### config.mk
export PLATFORM = sky130hd
export DESIGN_NAME = irq_ctrl
export DESIGN_NICKNAME = d
export VERILOG_FILES = /design/src/rtl/irq_ctrl.sv
export SDC_FILE = /design/constraint.sdc
export NUM_CORES = 1
export LEC_CHECK = 0
export BUFFER_PORTS_ARGS = -buffer_cell sky130_fd_sc_hd__buf_2
export CORE_ASPECT_RATIO = 0.7
export CORE_MARGIN = 1
export CORE_UTILIZATION = 48
export DETAILED_ROUTE_END_ITERATION = 16
export PLACE_DENSITY = 0.68
export SLEW_MARGIN = 20
export SYNTH_ARGS = -nofsm -noshare
export SYNTH_HDL_FRONTEND = slang
export SYNTH_SLANG_ARGS = --single-unit
### constraint.sdc
create_clock -name clk -period 8.5 [get_ports clk]
set_input_delay 0.85 -clock clk [delete_from_list [all_inputs] [get_ports clk]]
set_output_delay 0.85 -clock clk [all_outputs]
set_load 0.02 [all_outputs]
### src/rtl/irq_ctrl.sv
`default_nettype none
// ============================================================================
// Module   : irq_ctrl
// Function : Interrupt collector in front of proc. Captures keypad events
//            into a single holding register and Ethernet words into a small
//            FIFO, then presents one interrupt at a time (key first) with its
//            payload until the core acknowledges it. A one-cycle gap state
//            separates back-to-back interrupts.
// Options  : IRQ_KEY_SYNC_EN - treat key_event as an asynchronous level and
//            pass it through a 2-flop synchronizer plus rising-edge detector.
// Revision : 1.0 - initial release
// ============================================================================
module irq_ctrl #(
  parameter int DATA_W    = 32,
  parameter int ETH_DEPTH = 4
) (
  input  logic              clk,
  input  logic              rst_n,
  input  logic              key_event,
  input  logic [DATA_W-1:0] key_data,
  input  logic              eth_valid,
  input  logic [DATA_W-1:0] eth_data,
  output logic              eth_ready,
  input  logic              irq_ack,
  output logic              interrupt_key,
  output logic              interrupt_eth,
  output logic [DATA_W-1:0] interrupt_source_data,
  output logic              key_overrun
);

  localparam int          AW      = $clog2(ETH_DEPTH);
  localparam logic [AW:0] C_DEPTH = (AW+1)'(ETH_DEPTH);

  typedef enum logic [1:0] {
    ST_IDLE = 2'd0,
    ST_KEY  = 2'd1,
    ST_ETH  = 2'd2,
    ST_GAP  = 2'd3
  } state_t;

  state_t            r_state;
  logic              w_key_evt;
  logic              w_key_ack;
  logic              r_key_pend;
  logic [DATA_W-1:0] r_key_reg;

  logic [DATA_W-1:0] r_mem [ETH_DEPTH];
  logic [AW:0]       r_wr_ptr;
  logic [AW:0]       r_rd_ptr;
  logic [AW:0]       w_count;
  logic              w_fifo_empty;
  logic              w_push;
  logic              w_pop;
  logic [DATA_W-1:0] w_head;

`ifdef IRQ_KEY_SYNC_EN
  logic r_key_sync1;
  logic r_key_sync2;
  logic r_key_prev;
  logic r_key_rise;

  // Synchronize the asynchronous key level and register a one-cycle rise pulse
  always_ff @(posedge clk or negedge rst_n) begin
    if (!rst_n) begin
      r_key_sync1 <= 1'b0;
      r_key_sync2 <= 1'b0;
      r_key_prev  <= 1'b0;
      r_key_rise  <= 1'b0;
    end else begin
      r_key_sync1 <= key_event;
      r_key_sync2 <= r_key_sync1;
      r_key_prev  <= r_key_sync2;
      r_key_rise  <= r_key_sync2 & ~r_key_prev;
    end
  end

  assign w_key_evt = r_key_rise;
`else
  assign w_key_evt = key_event;
`endif

  // FIFO occupancy comes from the pointer difference; the wrap bit
  // distinguishes full from empty when the index bits match.
  assign w_count      = r_wr_ptr - r_rd_ptr;
  assign w_fifo_empty = (r_wr_ptr == r_rd_ptr);
  assign eth_ready    = (w_count < C_DEPTH);
  assign w_push       = eth_valid && eth_ready;
  assign w_pop        = (r_state == ST_ETH) && irq_ack;
  assign w_head       = r_mem[r_rd_ptr[AW-1:0]];
  assign w_key_ack    = (r_state == ST_KEY) && irq_ack;

  // FIFO storage; contents need no reset since the pointers gate visibility
  always_ff @(posedge clk) begin
    if (w_push) begin
      r_mem[r_wr_ptr[AW-1:0]] <= eth_data;
    end
  end

  // FIFO pointers
  always_ff @(posedge clk or negedge rst_n) begin
    if (!rst_n) begin
      r_wr_ptr <= '0;
      r_rd_ptr <= '0;
    end else begin
      if (w_push) r_wr_ptr <= r_wr_ptr + 1'b1;
      if (w_pop)  r_rd_ptr <= r_rd_ptr + 1'b1;
    end
  end

  // Key holding register; an event arriving with the ack replaces the old key
  always_ff @(posedge clk or negedge rst_n) begin
    if (!rst_n) begin
      r_key_pend  <= 1'b0;
      r_key_reg   <= '0;
      key_overrun <= 1'b0;
    end else begin
      if (w_key_evt) begin
        if (!r_key_pend || w_key_ack) begin
          r_key_pend <= 1'b1;
          r_key_reg  <= key_data;
        end else begin
          key_overrun <= 1'b1;
        end
      end else if (w_key_ack) begin
        r_key_pend <= 1'b0;
      end
    end
  end

  // Presentation FSM with registered interrupt lines and payload
  always_ff @(posedge clk or negedge rst_n) begin
    if (!rst_n) begin
      r_state               <= ST_IDLE;
      interrupt_key         <= 1'b0;
      interrupt_eth         <= 1'b0;
      interrupt_source_data <= '0;
    end else begin
      case (r_state)
        ST_IDLE: begin
          if (r_key_pend) begin
            r_state               <= ST_KEY;
            interrupt_key         <= 1'b1;
            interrupt_source_data <= r_key_reg;
          end else if (!w_fifo_empty) begin
            r_state               <= ST_ETH;
            interrupt_eth         <= 1'b1;
            interrupt_source_data <= w_head;
          end
        end
        ST_KEY: begin
          if (irq_ack) begin
            r_state               <= ST_GAP;
            interrupt_key         <= 1'b0;
            interrupt_source_data <= '0;
          end
        end
        ST_ETH: begin
          if (irq_ack) begin
            r_state               <= ST_GAP;
            interrupt_eth         <= 1'b0;
            interrupt_source_data <= '0;
          end
        end
        default: begin
          r_state               <= ST_IDLE;
          interrupt_key         <= 1'b0;
          interrupt_eth         <= 1'b0;
          interrupt_source_data <= '0;
        end
      endcase
    end
  end

endmodule
`default_nettype wire

# Yosys cells after proc, flatten, opt, wreduce, memory -nomap -nowiden
# Memory sizes are Yosys's and may differ from the RTL's.
# Cells that the tools add are included.
# Widths: inputs -> output; s select.
dict set report classes {
  bitwise 3
  n_eq_ne 11
  add_sub_neg 3
  reduce_logical 14
  n_mux 19
  order_cmp 1
}
# operator count
set op_table {}
lappend op_table {{$mux 32} 3}
lappend op_table {{$pmux 32 s2} 1}
lappend op_table {{$ne 2x2->1 const B} 5}
lappend op_table {{$mux 1} 9}
lappend op_table {{$reduce_and 2->1} 4}
lappend op_table {{$add 3x1->3 const B} 2}
lappend op_table {{$mux 2} 3}
lappend op_table {{$pmux 1 s3} 2}
lappend op_table {{$ne 2x1->1 const B} 2}
lappend op_table {{$pmux 2 s2} 1}
lappend op_table {{$reduce_and 4->1} 1}
lappend op_table {{$eq 3x3->1} 1}
lappend op_table {{$logic_and 1x1->1} 3}
lappend op_table {{$lt 3x3->1 const B} 1}
lappend op_table {{$ne 3x3->1 const B} 1}
lappend op_table {{$not 1->1} 3}
lappend op_table {{$reduce_and 3->1} 1}
lappend op_table {{$sub 3x3->3} 1}
lappend op_table {{$eq 2x1->1 const B} 1}
lappend op_table {{$eq 2x2->1 const B} 1}
lappend op_table {{$logic_not 2->1} 1}
lappend op_table {{$reduce_bool 2->1} 1}
lappend op_table {{$reduce_or 2->1} 1}
lappend op_table {{$logic_not 1->1} 1}
lappend op_table {{$logic_or 1x1->1} 1}
dict set report totals {
  mem_count 1
  reg_bits 76
  mem_bits_rw 128
  wordCells 61
  out_inout_bits 36
  inputBits 69
}
# name words width rd rd_ports_with_merged_regs write_ports line
set memory_table {}
lappend memory_table {r_mem 4 32 1 0 1 47} ;# logic [DATA_W-1:0] r_mem [ETH_DEPTH];

# Longest topological paths before layout
# Gate-level depths: netlist (run 1).
dict set report depth {
  word_depth 5
  ltp_mapped 11
  mapped_depth_nobuf 6
}

# Worst setup path before layout (run 1)
# No wires, ideal clock.
dict set report synth_path {
  path_kind {reg-to-reg}
  startpoint {register r_rd_ptr[1]}
  endpoint {memory r_mem[0][0] (enable)}
  period_less_slack_ns 3.010
  path_slack_ns 5.490
  required_time_ns 8.108
  path_buffers 3
  t_arrival_ns 2.618
  setup_ns 0.392
  path_stages_with_launch 10
  path_cell_list {dfrtp_1 clkbuf_1 buf_4 buf_2 inv_1 ha_1 nand2b_1 a21oi_1 or2_1 and3_1}
}
dict set report synth_via {
  elab_chain_len 5
}
# item line
set synth_lines {}
lappend synth_lines {{start: declaration} 49} ;# logic [AW:0] r_rd_ptr;
lappend synth_lines {{start signal: assignment} 106} ;# if (w_pop) r_rd_ptr <= r_rd_ptr + 1'b1;
lappend synth_lines {{$sub 3x3->3} 84} ;# assign w_count = r_wr_ptr - r_rd_ptr;
lappend synth_lines {{$lt 3x3->1} 86} ;# assign eth_ready = (w_count < C_DEPTH);
lappend synth_lines {{named net eth_ready} 23} ;# output logic eth_ready,
lappend synth_lines {{$logic_and 1x1->1} 87} ;# assign w_push = eth_valid && eth_ready;
lappend synth_lines {{$mux 1} 94} ;# if (w_push) begin
lappend synth_lines {{$mux 1 (implied by the code)} 95} ;# r_mem[r_wr_ptr[AW-1:0]] <= eth_data;
lappend synth_lines {{end: declaration} 47}
# The timed path passes the listed nets, and every way through them passes these cells.

# Worst setup path in the final report (run 1)
dict set report layout_path {
  startpoint {register r_wr_ptr[0]}
  endpoint {output port eth_ready}
}
dict set report layout_via {
  elab_chain_len 2
}
# item line
set layout_lines {}
lappend layout_lines {{start: declaration} 48} ;# logic [AW:0] r_wr_ptr;
lappend layout_lines {{start signal: assignment} 105} ;# if (w_push) r_wr_ptr <= r_wr_ptr + 1'b1;
lappend layout_lines {{$sub 3x3->3} 84}
lappend layout_lines {{$lt 3x3->1} 86}
lappend layout_lines {{end: declaration} 23}
# No other way between the ends.

==> results.yml, run 1 <==
grt:
  grt_pass1_vias: 4818
  antenna_found_initial: 2
  grt_pass1_wl_mm: 25.7
  track_usage_pct: 18.7
  grt_max_degree: 77
  grt.overflow.total: 0
sta:
  setup_tns_ns: 0
  rsz0062_at_grt: "no"
  fin_skew_ns: 0.0233
  relSlewSlack_pct: 34.5
  tightest_slew_ns: 0.982
  setup_viol: 0
  fmax_mhz: 353
  hold_viol_final: 0
  fin_crit_ns: 2.83
  finalMaxSlewViolations: 0
  finalCritPeriodShare_pct: 33.3
detailed_routing:
  route.met2.wl_mm: 7.30
  drt_iter0_markers: 246
  vias_per_cell: 5.13
  routed_wl_mm: 15.9
  top_layer_used: "met4"
  drc_errors: 0
  ant_nets: 0
  vias: 4615
  met1_length_mm: 7.38
  drtPass1Iterations: 4
  wl_per_cell_um: 17.7
  met3_length_um: 880
finish:
  largest_reg_flops: 128
  nets: 738
  post_route_cells_drive_above_1_share_pct: 27.7
  final_cells: 899
  area_delta_synth_final_pct: 15.2
worst_hold_path:
  hp-class: "primary input to asynchronous set/reset pin"
placed_design:
  gp_congestion: 0.771
  dp_hpwl_mm: 9.66
  place_inst: 862
  portBuffers: 104
cts:
  cts_hold_buffers: 0
  cts_tree: "built"
  path_clk_slew_ns: 0.06
  htree_levels: 1
  cts_root_buffer: "clkbuf_16"
  cts_buffers: 19
  ctsResizeCount: 0
  postCtsSetupBuffers: 0
  ctsLongestPathBuffers: 3
  cts_num_sinks: 204
  worstSkewPairLatency_ns: 0.49
synthesis:
  synth_cell_type_count: 41
  ys_seq_area_share_pct: 69.6
  synth_seq_cells: 204
  ys_top_cells_by_area: "edfxtp_1 47%, dfrtp_1 23%, mux2i_1 7.8%, mux2_2 4.5%, nor2_1 3.0%"
  async_reset_ff_share_pct: 37.3
  synth_area_leader_cell: "edfxtp_1"
  synth_edf_count: 128
  ys_warn_count: 0
  synth_area_per_cell_um2: 14.8
  synth_ff_type: "edfxtp_1"
  syn_area_um2: 8250
  synth_cells: 559
  synth.top_cell.area_share_pct: 46.6
  synth_fp_nets: 639
floorplanning:
  ioPinCount: 105
  dieArea_um2: 17700
  die_y_um: 112
  core_area_um2: 16500
  start_util_pct: 49.9
  floorplan.rows: 39
  die_x_um: 159
pwr:
  peakVddDrop_uv: 259
  power.density_nw_per_um2: 349
  power_frac_clock_pct: 24.7
  seq_power_share_pct: 44.7
  p_int_mw: 2.25
  sw_frac_of_total_pct: 32.4
  switchingPower_mw: 1.08
  leakage_nw: 3.85
  comb_power_share_pct: 30.6
setup_path:
  reg2reg_to: "r_mem[2][1]$_DFFE_PP_"
  cp.arrival_ns: 1.98
  worstSetupEndpointType: "output port"
  rrSetupSlack_ns: 6.00
  timing.rr.start: "r_wr_ptr[0]$_DFFE_PN0P_"
  timing.reg2reg.worst_path_depth: 6
  criticalPathCategory: "flop to output port"
  path_max_fanout: 5
  required_ns: 7.65
  start_kind: "flop"
run:
  drv_cap: 0
outcome:
  run_status: "complete, no violations"
[metrics by stage]
stage	area (µm²)	setup WS, ns	hold WS [ns]	total power [mW]	util [%]
floorplan	8250	5.49	0.465	2.27	-
global route	9500	5.59	0.450	3.51	57.4
CTS	9500	5.65	0.467	3.36	57.4
finish	9510	5.67	0.395	3.32	57.5
detailed placement	8890	5.99	0.444	2.54	53.7
global placement	8890	6.06	0.441	2.49	53.7
[worst max-delay path: stages (launching register included)]
cell and delay, ns:
dfrtp_1 0.41, inv_1 0.10, ha_1 0.21, nand2b_1 0.16, and3_1 0.19, or2_1 0.25, buf_2 0.18
[power groups by stage]
| stage | logic [mW] | registers, mW | clock network (mW) |
|---|---|---|---|
| after floorplan | 0.735 | 1.53 | 0 |
| after global placement | 1.00 | 1.49 | 0 |
| after detailed placement | 1.03 | 1.50 | 0 |
| after CTS | 1.04 | 1.49 | 0.838 |
| after global routing | 1.12 | 1.51 | 0.878 |
| final | 1.02 | 1.48 | 0.822 |
[cell usage after synthesis, drive strengths merged (2+ instances only)]
| cell type | count |
|---|---|
| dfrtp | 76 |
| xnor2 | 3 |
| buf | 23 |
| inv | 8 |
| ha | 11 |
| mux2 | 34 |
| mux2i | 64 |
| xor2 | 2 |
| clkbuf | 7 |
| or2 | 2 |
| a21oi | 4 |
| o21ai | 36 |
| and3 | 5 |
| edfxtp | 128 |
| nand2 | 39 |
| nor2 | 67 |
| nand2b | 2 |
| and2 | 2 |
| a21o | 2 |
| a211oi | 32 |
[per-layer routing]
| metal | vias to the layer above | global-route usage [%] |
|---|---|---|
| li1 | 2233 | - |
| met1 | 2242 | 25.9 |
| met2 | 114 | 30.4 |
| met3 | 26 | 4.17 |
| met4 | 0 | 4.53 |
| met5 | - | 0 |
[worst max-delay path by stage]
stage                                 start                                   end  cells past startpoint
floorplan           r_rd_ptr[1]$_DFFE_PN0P_                 r_mem[0][0]$_DFFE_PP_                      9
global placement                    irq_ack             r_key_reg[16]$_DFFE_PN0P_                      4
detailed placement   r_state[0]$_DFFE_PN0P_  interrupt_source_data[1]$_DFFE_PN0P_                      6
CTS                 r_wr_ptr[0]$_DFFE_PN0P_                             eth_ready                      6
global route        r_wr_ptr[0]$_DFFE_PN0P_                             eth_ready                      6
finish              r_wr_ptr[0]$_DFFE_PN0P_                             eth_ready                      6
[cell families after synthesis]
group           Yosys count  synth area share, %
compound gates           79                 6.43
flops                   204                 69.6
mux                      98                 12.4
simple gates            124                 6.25
buf+inv                  38                 3.02
xor+xnor                  5                0.622
fa+ha+maj                11                 1.67
[cell type report]
cell class	instances	area, µm²
Antenna cell	3	7.51
Inverter	8	30.0
Timing Repair Buffer	108	561
Clock buffer	30	557
Tap cell	225	282
Sequential cell	204	5750
Clock inverter	4	47.5
Multi-Input combinational cell	317	2280
Fill cell	1310	7030
[cells in the final DEF (no fill, tap or decap), types with 2 or more instances in the layout]
cell type    n
clkbuf_16   19
a21o_1       2
a21oi_1      4
xnor2_1      3
a211oi_1    32
mux2i_1     64
edfxtp_1   128
dfrtp_1     75
o21ai_2      8
diode_2      3
buf_2      103
clkbuf_1     7
mux2_2      33
nor2_1      67
ha_1        11
clkbuf_8     4
o21ai_0      5
and3_2       4
o21ai_1     23
inv_1        8
buf_6        2
nand2_1     39
buf_4        3
No activity file was read; power rests on OpenSTA's default activity.
==> inputs of run 2 (changes only) <==
clock period = 2.85 ns   (was 8.5 ns; I/O delays follow)
==> run 2 against run 1 <==
Net effect: worst hold slack worse by 0.39 ns; first-iteration DRC count grew 27%; setup slack got worse by 5.1 ns; register-to-register slack worse by 5.4 ns; critical path depth stayed put; routed wire length up 2.1%; sequential power grew to 3.0 times the previous value; die area unchanged; non-clock buffer count rose by 15; utilization increased by 1.8 points; via count is 2.8% higher; sequential share of layout area fell by 1.9 points.
==> results.yml, run 2 (synthesis gave the netlist of run 1 again) <==
outcome:
  run_status: "complete, no violations"
pwr:
  sw_frac_of_total_pct: 32.3
  power_frac_clock_pct: 25.9
  peakVddDrop_uv: 562
  leakage_nw: 3.99
  p_int_mw: 6.96
  seq_power_share_pct: 43.0
  post-layout-total-power_mw: 10.3
  power.density_nw_per_um2: 1050
  comb_power_share_pct: 31.1
  switchingPower_mw: 3.32
finish:
  area_delta_synth_final_pct: 18.9
  layout_common_cells: "128 x edfxtp_1, 103 x buf_2, 75 x dfrtp_1, 67 x nor2_1, 64 x mux2i_1"
  nets: 755
  largest_reg_flops: 128
  final_cells: 916
  final_common_cell: "edfxtp_1"
  post_route_cells_drive_above_1_share_pct: 29.2
cts:
  htree_levels: 1
  path_clk_slew_ns: 0.06
  cts_tree: "built"
  worstSkewPairLatency_ns: 0.49
  cts_buffers: 21
  cts_root_buffer: "clkbuf_16"
  cts_num_sinks: 204
  ctsLongestPathBuffers: 3
grt:
  antenna_found_initial: 1
  grt_max_degree: 67
  grt_pass1_vias: 4941
  grt.overflow.total: 0
  track_usage_pct: 18.9
  grt_pass1_wl_mm: 26.1
sta:
  rsz0062_at_grt: "no"
  setup_viol: 0
  finalMaxSlewViolations: 0
  fin_skew_ns: 0.0137
  fin_crit_ns: 2.29
  fmax_mhz: 437
  hold_slack_ns: 0.00799
  tightest_slew_ns: 0.796
  setup_ws_ns: 0.560
  relSlewSlack_pct: 46.9
  setup_tns_ns: 0
  hold_viol_final: 0
  finalCritPeriodShare_pct: 80.3
setup_path:
  rrSetupSlack_ns: 0.62
  criticalPathCategory: "flop to output port"
  cpMaxStageDelayCell: "dfrtp_1"
  critPathTopFamily: "simple AND/OR/NAND/NOR gates"
  start_kind: "flop"
  timing.rr.start: "r_state[1]$_DFFE_PN0P_"
  required_ns: 2.57
  crit_path_max_incr_delay_ns: 0.42
  cp.arrival_ns: 2.00
  cp_num_buf_inv: 2
  crit_start: "r_wr_ptr[0]$_DFFE_PN0P_"
  worstSetupEndpointType: "output port"
  crit_path_cell_trace: "inv_1 > ha_1 > nand2b_1 > and3_1 > or2_1 > buf_2"
  path_max_fanout: 5
placed_design:
  dp_hpwl_mm: 10.2
  pre_cts_slack_ns: 0.630
  gp_congestion: 0.756
  portBuffers: 104
  place_inst: 869
floorplanning:
  core_area_um2: 16500
  floorplan.rows: 39
  die_x_um: 159
  dieArea_um2: 17700
  ioPinCount: 105
  start_util_pct: 49.9
  die_y_um: 112
worst_hold_path:
  hp-class: "primary input to flop"
  hp-start: "eth_data[19]"
run:
  drv_cap: 0
detailed_routing:
  drt_iter0_markers: 313
  ant_nets: 0
  vias: 4744
  wl_per_cell_um: 17.7
  drtPass1Iterations: 5
  vias_per_cell: 5.18
  drc_errors: 0
  routed_wl_mm: 16.2
-- run 2: final cells by class --
class                           instances  area (µm²)
Fill cell                            1286        6730
Sequential cell                       204        5750
Multi-Input combinational cell        317        2280
Timing Repair Buffer                  123         791
Clock buffer                           29         606
Tap cell                              225         282
Clock inverter                          8        71.3
Inverter                                8        30.0
Antenna cell                            2        5.00
-- run 2: power groups by stage --
stage / Sequential (mW) / Combinational (mW) / Clock [mW]
2_1_floorplan: 4.56 / 2.20 / 0
3_3_place_gp: 4.43 / 3.12 / 0
3_5_place_dp: 4.47 / 3.20 / 0
4_1_cts: 4.42 / 3.23 / 2.72
5_1_grt: 4.50 / 3.52 / 2.82
6_report: 4.42 / 3.20 / 2.66
-- run 2: path summary, 6_finish.rpt --
path	cells past startpoint	to
worst max-delay path	6	eth_ready
worst min-delay path	1	r_mem[2][19]$_DFFE_PP_
worst max register to register	7	interrupt_source_data[0]$_DFFE_PN0P_
worst min register to register	1	key_overrun$_DFFE_PN0P_
max in group asynchronous	3	interrupt_source_data[17]$_DFFE_PN0P_
min in group asynchronous	2	interrupt_source_data[31]$_DFFE_PN0P_
-- run 2: what timing repair did --
item	in CTS	in global routing
resized for setup	0	0
hold buffers	5	2
setup buffers	0	0
endpoints found under the hold margin	53	2
-- run 2: stage by stage --
step / area (µm²) / util (%)
3_3_place_gp: 9030 / 54.6
2_1_floorplan: 8260 / -
3_5_place_dp: 9030 / 54.6
5_1_grt: 9810 / 59.3
6_report: 9810 / 59.3
4_1_cts: 9760 / 59.0
-- run 2: routing by layer --
layer | vias up | track usage [%] | share of wire (%)
met5 | - | 0 | 0
met4 | 0 | 3.88 | 1.6
met3 | 21 | 4.21 | 6.0
met2 | 126 | 30.4 | 46
met1 | 2317 | 26.5 | 47
li1 | 2280 | - | -
